File: src/rtl/imem_loader_if.sv
// Byte-stream / instruction-memory write bundle for imem_loader.
// master: loader side (takes bytes, drives memory writes); slave: source/memory side.
interface imem_loader_if;
    logic        byte_valid;
    logic [7:0]  byte_data;
    logic        byte_ready;
    logic        mem_we;
    logic [31:0] mem_waddr;
    logic [31:0] mem_wdata;

    modport master (
        input  byte_valid, byte_data,
        output byte_ready, mem_we, mem_waddr, mem_wdata
    );

    modport slave (
        output byte_valid, byte_data,
        input  byte_ready, mem_we, mem_waddr, mem_wdata
    );
endinterface

File: src/rtl/imem_loader.sv
// Loads the instruction memory from a byte stream, little-endian words at 0,4,8,...
// Ports: clk, reset (sync, active-high), start/word_count (load request), bus
// (byte handshake + memory write), busy/done/error/cpu_hold status (all registered).
module imem_loader #(
    parameter int WORDS = 32,
    parameter int CNT_W = 6
) (
    input  logic             clk,
    input  logic             reset,
    input  logic             start,
    input  logic [CNT_W-1:0] word_count,
    imem_loader_if.master    bus,
    output logic             busy,
    output logic             done,
    output logic             error,
    output logic             cpu_hold
);
    typedef enum logic [1:0] {
        IDLE    = 2'd0,
        COLLECT = 2'd1,
        WRITE   = 2'd2
    } state_t;

    state_t           state, state_n;
    logic [CNT_W-1:0] word_idx, word_idx_n;
    logic [CNT_W-1:0] count_lat, count_n;
    logic [1:0]       byte_idx, byte_idx_n;
    // Only the low three bytes are stored; the fourth goes straight to wdata.
    logic [23:0]      asm_q, asm_n;
    logic             ready_q, ready_n;
    logic             we_q, we_n;
    logic [31:0]      waddr_q, waddr_n;
    logic [31:0]      wdata_q, wdata_n;
    logic             busy_q, busy_n;
    logic             done_q, done_n;
    logic             error_q, error_n;
    logic             hold_q, hold_n;
    logic             count_ok;
    logic             last_word;

    assign count_ok  = (word_count != '0) &&
                       (word_count <= CNT_W'(WORDS));
    assign last_word = (word_idx == count_lat - CNT_W'(1));

    always_ff @(posedge clk) begin
        if (reset) begin
            state     <= IDLE;
            word_idx  <= '0;
            count_lat <= '0;
            byte_idx  <= '0;
            asm_q     <= '0;
            ready_q   <= 1'b0;
            we_q      <= 1'b0;
            waddr_q   <= '0;
            wdata_q   <= '0;
            busy_q    <= 1'b0;
            done_q    <= 1'b0;
            error_q   <= 1'b0;
            hold_q    <= 1'b0;
        end else begin
            state     <= state_n;
            word_idx  <= word_idx_n;
            count_lat <= count_n;
            byte_idx  <= byte_idx_n;
            asm_q     <= asm_n;
            ready_q   <= ready_n;
            we_q      <= we_n;
            waddr_q   <= waddr_n;
            wdata_q   <= wdata_n;
            busy_q    <= busy_n;
            done_q    <= done_n;
            error_q   <= error_n;
            hold_q    <= hold_n;
        end
    end

    always_comb begin
        state_n    = state;
        word_idx_n = word_idx;
        count_n    = count_lat;
        byte_idx_n = byte_idx;
        asm_n      = asm_q;
        ready_n    = 1'b0;
        we_n       = 1'b0;
        waddr_n    = waddr_q;
        wdata_n    = wdata_q;
        busy_n     = busy_q;
        done_n     = done_q;
        error_n    = error_q;
        hold_n     = hold_q;
        unique case (state)
            IDLE: begin
                if (start) begin
                    done_n = 1'b0;
                    if (count_ok) begin
                        state_n    = COLLECT;
                        count_n    = word_count;
                        word_idx_n = '0;
                        byte_idx_n = '0;
                        error_n    = 1'b0;
                        busy_n     = 1'b1;
                        hold_n     = 1'b1;
                        ready_n    = 1'b1;
                    end else begin
                        error_n = 1'b1;
                    end
                end
            end
            COLLECT: begin
                ready_n = 1'b1;
                if (bus.byte_valid && ready_q) begin
                    byte_idx_n = byte_idx + 2'd1;
                    unique case (byte_idx)
                        2'd0: asm_n[7:0]   = bus.byte_data;
                        2'd1: asm_n[15:8]  = bus.byte_data;
                        2'd2: asm_n[23:16] = bus.byte_data;
                        2'd3: begin
                            state_n = WRITE;
                            ready_n = 1'b0;
                            we_n    = 1'b1;
                            waddr_n = {{(30-CNT_W){1'b0}},
                                       word_idx, 2'b00};
                            wdata_n = {bus.byte_data, asm_q};
                        end
                        default: ;
                    endcase
                end
            end
            WRITE: begin
                if (last_word) begin
                    state_n = IDLE;
                    busy_n  = 1'b0;
                    hold_n  = 1'b0;
                    done_n  = 1'b1;
                end else begin
                    state_n    = COLLECT;
                    word_idx_n = word_idx + CNT_W'(1);
                    byte_idx_n = '0;
                    ready_n    = 1'b1;
                end
            end
            default: state_n = IDLE;
        endcase
    end

    assign bus.byte_ready = ready_q;
    assign bus.mem_we     = we_q;
    assign bus.mem_waddr  = waddr_q;
    assign bus.mem_wdata  = wdata_q;
    assign busy           = busy_q;
    assign done           = done_q;
    assign error          = error_q;
    assign cpu_hold       = hold_q;
endmodule

File: src/flat_wrapper.sv
// flat-port wrapper written by rule: the top's interface ports become plain ports
module imem_loader_flat 
#(
    parameter int WORDS = 32,
    parameter int CNT_W = 6
)
  (clk, reset, start, word_count, busy, done, error, cpu_hold, bus_byte_valid, bus_byte_data, bus_byte_ready, bus_mem_we, bus_mem_waddr, bus_mem_wdata);
  imem_loader_if bus_i ();
  input  logic clk;
  input  logic reset;
  input  logic start;
  input  logic [CNT_W-1:0] word_count;
  output logic busy;
  output logic done;
  output logic error;
  output logic cpu_hold;
  input wire logic [$bits(bus_i.byte_valid)-1:0] bus_byte_valid;
  input wire logic [$bits(bus_i.byte_data)-1:0] bus_byte_data;
  output wire logic [$bits(bus_i.byte_ready)-1:0] bus_byte_ready;
  output wire logic [$bits(bus_i.mem_we)-1:0] bus_mem_we;
  output wire logic [$bits(bus_i.mem_waddr)-1:0] bus_mem_waddr;
  output wire logic [$bits(bus_i.mem_wdata)-1:0] bus_mem_wdata;
  assign bus_i.byte_valid = bus_byte_valid;
  assign bus_i.byte_data = bus_byte_data;
  assign bus_byte_ready = bus_i.byte_ready;
  assign bus_mem_we = bus_i.mem_we;
  assign bus_mem_waddr = bus_i.mem_waddr;
  assign bus_mem_wdata = bus_i.mem_wdata;
  imem_loader #(.WORDS(WORDS), .CNT_W(CNT_W)) u_core (.clk(clk), .reset(reset), .start(start), .word_count(word_count), .bus(bus_i), .busy(busy), .done(done), .error(error), .cpu_hold(cpu_hold));
endmodule
File: config.mk
export PLATFORM = sky130hd
export DESIGN_NAME = imem_loader_flat
export DESIGN_NICKNAME = d
export VERILOG_FILES = /design/src/rtl/imem_loader_if.sv /design/src/rtl/imem_loader.sv /design/src/flat_wrapper.sv
export SDC_FILE = /design/constraint.sdc
export NUM_CORES = 1
export LEC_CHECK = 0
export ABC_AREA = 1
export CAP_MARGIN = 20
export CELL_PAD_IN_SITES_DETAIL_PLACEMENT = 1
export CELL_PAD_IN_SITES_GLOBAL_PLACEMENT = 1
export CORE_MARGIN = 3
export CORE_UTILIZATION = 36
export CTS_BUF_LIST = sky130_fd_sc_hd__clkbuf_4
export DETAILED_ROUTE_END_ITERATION = 10
export GPL_ROUTABILITY_DRIVEN = 0
export GPL_TIMING_DRIVEN = 0
export PLACE_DENSITY_LB_ADDON = 0.1
export SLEW_MARGIN = 40
export SYNTH_ARGS = -nofsm -noshare
export SYNTH_HDL_FRONTEND = slang
export SYNTH_SLANG_ARGS = --single-unit
File: constraint.sdc
create_clock -name clk -period 1.9 [get_ports clk]
set_input_delay 0.285 -clock clk [delete_from_list [all_inputs] [get_ports clk]]
set_output_delay 0.285 -clock clk [all_outputs]
set_load 0.01 [all_outputs]
# After elaboration in Yosys (flattened, before gate mapping)
# Index checks and enable logic that the tools add are counted.
[totals]
regBits = 83
in_bits = 18
out_inout_bits = 70
[op_classes]
add_sub_neg = 3
magnitude_cmp = 1
eq_ne = 12
mux = 30
n_bitwise = 2
reduce_logical = 19
[op_table]
columns = ["cell", "n"]
rows = [
  ["$mux 6", 3],
  ["$reduce_and 3->1", 6],
  ["$mux 2", 8],
  ["$mux 1", 13],
  ["$pmux 2 s3", 2],
  ["$pmux 6 s2", 1],
  ["$reduce_and 4->1", 3],
  ["$add 6x1->6 const B", 1],
  ["$eq 2x2->1 const B", 3],
  ["$eq 6x6->1", 1],
  ["$le 6x6->1 const B", 1],
  ["$ne 2x1->1 const B", 3],
  ["$ne 2x2->1 const B", 3],
  ["$reduce_bool 6->1", 1],
  ["$sub 6x1->6 const B", 1],
  ["$reduce_and 5->1", 1],
  ["$eq 2x1->1 const B", 2],
  ["$logic_not 2->1", 2],
  ["$pmux 1 s2", 2],
  ["$pmux 1 s3", 1],
  ["$reduce_bool 3->1", 1],
  ["$reduce_or 3->1", 1],
  ["$add 2x1->2 const B", 1],
  ["$logic_and 1x1->1", 2],
  ["other kinds (3)", 4],
]

# Logic depth before layout (Yosys ltp)
[depth]
ltp_word = 5
ltp_mapped = 13

# Worst setup path after synthesis
# OpenSTA, ideal clock, no wires.
[synth_timing]
path_type = "register to register"
start = "register u_core.count_lat[0]"
end = "register u_core.word_idx[0]"
setup_ps = 112
arrival_ps = 1461
required_ps = 1788
setup_slack_ps = 328
stages_incl_launch_ff = 14
n_path_buf = 0
synth_period_minus_slack_ps = 1572
path_cell_list = "dfxtp_1 -> inv_1 -> ha_1 -> inv_1 -> nand2_1 -> nand2_1 -> nor2_1 -> nand3_1 -> nor2_1 -> nand4_1 -> nand2_1 -> inv_1 -> nor2_1 -> nor2_1"
[synth_between]
elab_chain_cells = 4
[synth_lines]
columns = ["element", "line", "rtl"]
rows = [
  ["start, declared", "imem_loader.sv:26", "logic [CNT_W-1:0] count_lat, count_n;"],
  ["start signal, assigned", "imem_loader.sv:63", "count_lat <= count_n;"],
  ["$sub 6x1->6", "imem_loader.sv:43", "assign last_word = (word_idx == count_lat - CNT_W'(1));"],
  ["$eq 6x6->1", "imem_loader.sv:43", ""],
  ["$ne 2x2->1 (no line)", "-", ""],
  ["$reduce_and 4->1 (no line)", "-", ""],
  ["end signal, assigned", "imem_loader.sv:62", "word_idx <= word_idx_n;"],
  ["end, declared", "imem_loader.sv:25", "logic [CNT_W-1:0] word_idx, word_idx_n;"],
]
# No other way between the ends.
# A chain may end at the register's enable or synchronous reset.

# Worst setup path after layout
# Same ends and word-level chain as after synthesis.

==> results.yml <==
outcome:
  outcome: "complete, but fails checks"
  violated_checks: "negative setup slack"
timing:
  worst-slew-pin-transition_ns: 0.630
  period_needed_ns: 1.90
  timing.clock.skew_ns: 0.0134
  setup_viol: 1
  timing.final.ws_setup_ns: -0.00420
  layout_worst_path_cycle_share: 1.00
  timing.slew.headroom: 0.576
  finalHoldViolCount: 0
  fin_tns_setup_ns: -0.00420
  fmax_ghz: 0.525
  final_max_slew_viol_count: 0
  rsz0062_at_grt: "true"
synthesis:
  synth_cell_type_count: 25
  synth-seq-area-share: 0.473
  synth.avg_cell_area_um2: 7.34
  ys_top_cells_by_area: "sky130_fd_sc_hd__dfxtp_1, sky130_fd_sc_hd__nor2_1, sky130_fd_sc_hd__o21ai_0, sky130_fd_sc_hd__buf_4, sky130_fd_sc_hd__nand2_1"
  post-synth-top-area-fraction: 0.473
  yosys_warnings: 0
  ys_seq_elements: 83
  synth_area_leader_cell: "sky130_fd_sc_hd__dfxtp_1"
  postSynthCellCount: 478
  mappedNetlistArea_um2: 3510
layout:
  insertedDiodeCount: 0
  numnets_final: 606
  layout-drive-gt1-share: 0.138
  layout.cell_area.non_filler_um2: 4660
  mostFrequentLayoutCell: "sky130_fd_sc_hd__nor2_1"
  fillerInstances: 1248
  syn2layout_area_growth_pct: 32.7
  finalNonFillerCells: 714
  final_cell_mix: "sky130_fd_sc_hd__nor2_1, sky130_fd_sc_hd__dfxtp_1, sky130_fd_sc_hd__o21ai_0, sky130_fd_sc_hd__clkdlybuf4s50_1, sky130_fd_sc_hd__nand2_1"
route:
  drc: 0
  met2_length_mm: 4.85
  residual_antenna_violating_net_count_after_detailed_routing: 0
  total_routed_length_mm: 9.83
  detailroute.wirelength.met3_um: 402
  route.layer.met1.wl_mm: 4.42
  highest_routed_layer: "met4"
  drt_first_iter_violations: 69
  detail_route.first_pass.iterations: 4
  post_drt_via_cell_ratio: 4.68
  detail_route.wl_per_cell_um: 13.8
  num_vias: 3339
power:
  power_switching_mw: 0.923
  cell_internal_pwr_mw: 2.62
  vdd_drop_max_mv: 0.347
  power-per-cell-area_nw_per_um2: 762
  pwr-share-comb: 0.125
  total_leakage_power_nw: 2.08
  p_sw_frac: 0.260
  pwr-share-clk: 0.362
  seqPwrFrac: 0.512
critical_path:
  worst_setup_path_end_kind: "flip-flop"
  worstPathMaxFanout: 6
  cp_data_required_time_ns: 2.26
  crit_path_start_kind: "flip-flop"
  timing_worst_setup_path_type: "flip-flop to flip-flop"
  critical_path_arrival_ns: 2.26
cts:
  tritoncts.num_buffers: 9
  cts_root_buffer: "sky130_fd_sc_hd__clkbuf_4"
  clock_sink_count: 83
  cts_max_level: 3
  cts_tree: "done"
  clkTransAtPathRegs_ns: 0.13
  clock_path_buffers: 2
  clk-insertion-delay-late_ns: 0.45
flow_run:
  max-cap-violations: 0
floorplan:
  i_o_pin_cnt: 88
  die-height_um: 105
  design.die.area_um2: 11000
  floorplan.die.width_um: 105
  floorplan.initialDensity: 0.374
  placement_rows: 35
  fp.coreArea_um2: 9370
global_route:
  gr-usage-all-layers: 0.182
  grt_max_degree: 14
  initial_antenna_violation_count: 0
  grt_pass1_vias: 3359
  grt_pass1_wl_mm: 16.2
  grt_remaining_overflow: 0
placed_design:
  dpl_cell_area_um2: 4380
  buffer_ports.inserted: 61
  dp_hpwl_mm: 7.20
  post-place-cells: 693
min_path:
  hold_path_class: "input port to flip-flop"
-- layer usage --
metal | up-vias | track usage
met5 | - | 0
met4 | 0 | 0.0469
met3 | 14 | 0.0469
met2 | 76 | 0.316
met1 | 1573 | 0.223
li1 | 1676 | -
-- cell usage after synthesis (all sizes together) --
library cell / count
xor2: 3
nand3: 22
clkbuf: 10
o22ai: 2
a21oi: 14
inv: 33
conb: 1
clkinv: 1
dfxtp: 83
nor2: 143
xnor2: 2
buf: 34
nand4: 2
a31oi: 1
o21ai: 69
or2: 1
nor3: 3
nand2: 48
ha: 6
-- sequential cells by signal, summed over array words and instances (netlist names) --
name                   count
u_core.state               2
u_core.count_lat           6
u_core.bus.mem_wdata      32
u_core.bus.mem_we          1
u_core.asm_q              24
u_core.bus.byte_ready      1
u_core.byte_idx            2
u_core.bus.mem_waddr       6
u_core.done                1
u_core.error               1
u_core.busy                1
u_core.word_idx            6
-- path summary, 6_finish.rpt --
path                                    startpoint                                to  slack [ns]  cells after the start
setup / recovery  u_core.count_lat[0]$_SDFFE_PP0P_   u_core.word_idx[0]$_SDFFE_PP0P_      -0.004                     13
hold / removal                       word_count[4]  u_core.count_lat[4]$_SDFFE_PP0P_        0.45                      3
setup reg to reg  u_core.count_lat[0]$_SDFFE_PP0P_   u_core.word_idx[0]$_SDFFE_PP0P_      -0.004                     13
hold reg to reg   u_core.count_lat[5]$_SDFFE_PP0P_  u_core.count_lat[5]$_SDFFE_PP0P_        0.50                      2
-- kinds of logic after synthesis --
kind of cell | after synthesis | synth area share
AND/OR/NAND/NOR | 219 | 0.251
AO/OA/AOI/OAI | 86 | 0.124
flip-flops | 83 | 0.473
buffers and inverters | 78 | 0.117
adder cells (fa/ha/maj) | 6 | 0.0214
XOR/XNOR | 5 | 0.0125
other | 1 | 0.00107
-- power groups by stage --
| stage | combinational [mW] | sequential, mW | clock [mW] |
|---|---|---|---|
| finish | 0.444 | 1.82 | 1.29 |
| global route | 0.504 | 1.83 | 1.39 |
| CTS | 0.416 | 1.82 | 1.30 |
| detailed placement | 0.408 | 1.86 | 0 |
| global placement | 0.396 | 1.85 | 0 |
| floorplan | 0.270 | 1.85 | 0 |
-- per-stage QoR --
step	hold WS, ns	utilization	setup WS (ns)	total power [mW]
5_1_grt	0.449	0.497	-0.184	3.72
2_1_floorplan	0.420	-	0.328	2.12
3_5_place_dp	0.474	0.467	-0.301	2.26
4_1_cts	0.441	0.487	0.0387	3.53
6_report	0.447	0.497	-0.00420	3.55
3_3_place_gp	0.470	0.467	-0.242	2.25
-- repair_timing --
item	in CTS	in global routing
hold buffers	0	0
pin swaps	2	12
resized for setup	5	15
gates cloned	0	1
setup buffers	0	6
setup endpoints to repair	7	37
-- critical path: stages, from the launching register on --
cell,delay [ns]
sky130_fd_sc_hd__dfxtp_2,0.39
sky130_fd_sc_hd__inv_4,0.06
sky130_fd_sc_hd__ha_4,0.27
sky130_fd_sc_hd__inv_2,0.03
sky130_fd_sc_hd__nand2_2,0.04
sky130_fd_sc_hd__nand2_1,0.05
sky130_fd_sc_hd__nor2_1,0.11
sky130_fd_sc_hd__nand3_1,0.09
sky130_fd_sc_hd__nor2_1,0.14
sky130_fd_sc_hd__nand4_1,0.21
sky130_fd_sc_hd__nand2_2,0.21
sky130_fd_sc_hd__inv_1,0.08
sky130_fd_sc_hd__nor2_1,0.09
sky130_fd_sc_hd__nor2_1,0.05
-- layout make-up --
class | count | area, µm² | share of cell area
plain buffers | 44 | 288 | 0.0618
clock buffers | 9 | 67.6 | 0.0145
clock inverters | 5 | 104 | 0.0223
inverters | 34 | 130 | 0.0279
multi-input cells | 342 | 1580 | 0.339
flip-flops and latches | 83 | 1660 | 0.357
well taps | 129 | 161 | 0.0346
repair buffers | 68 | 664 | 0.143
Power figures use the tool's default switching activity.
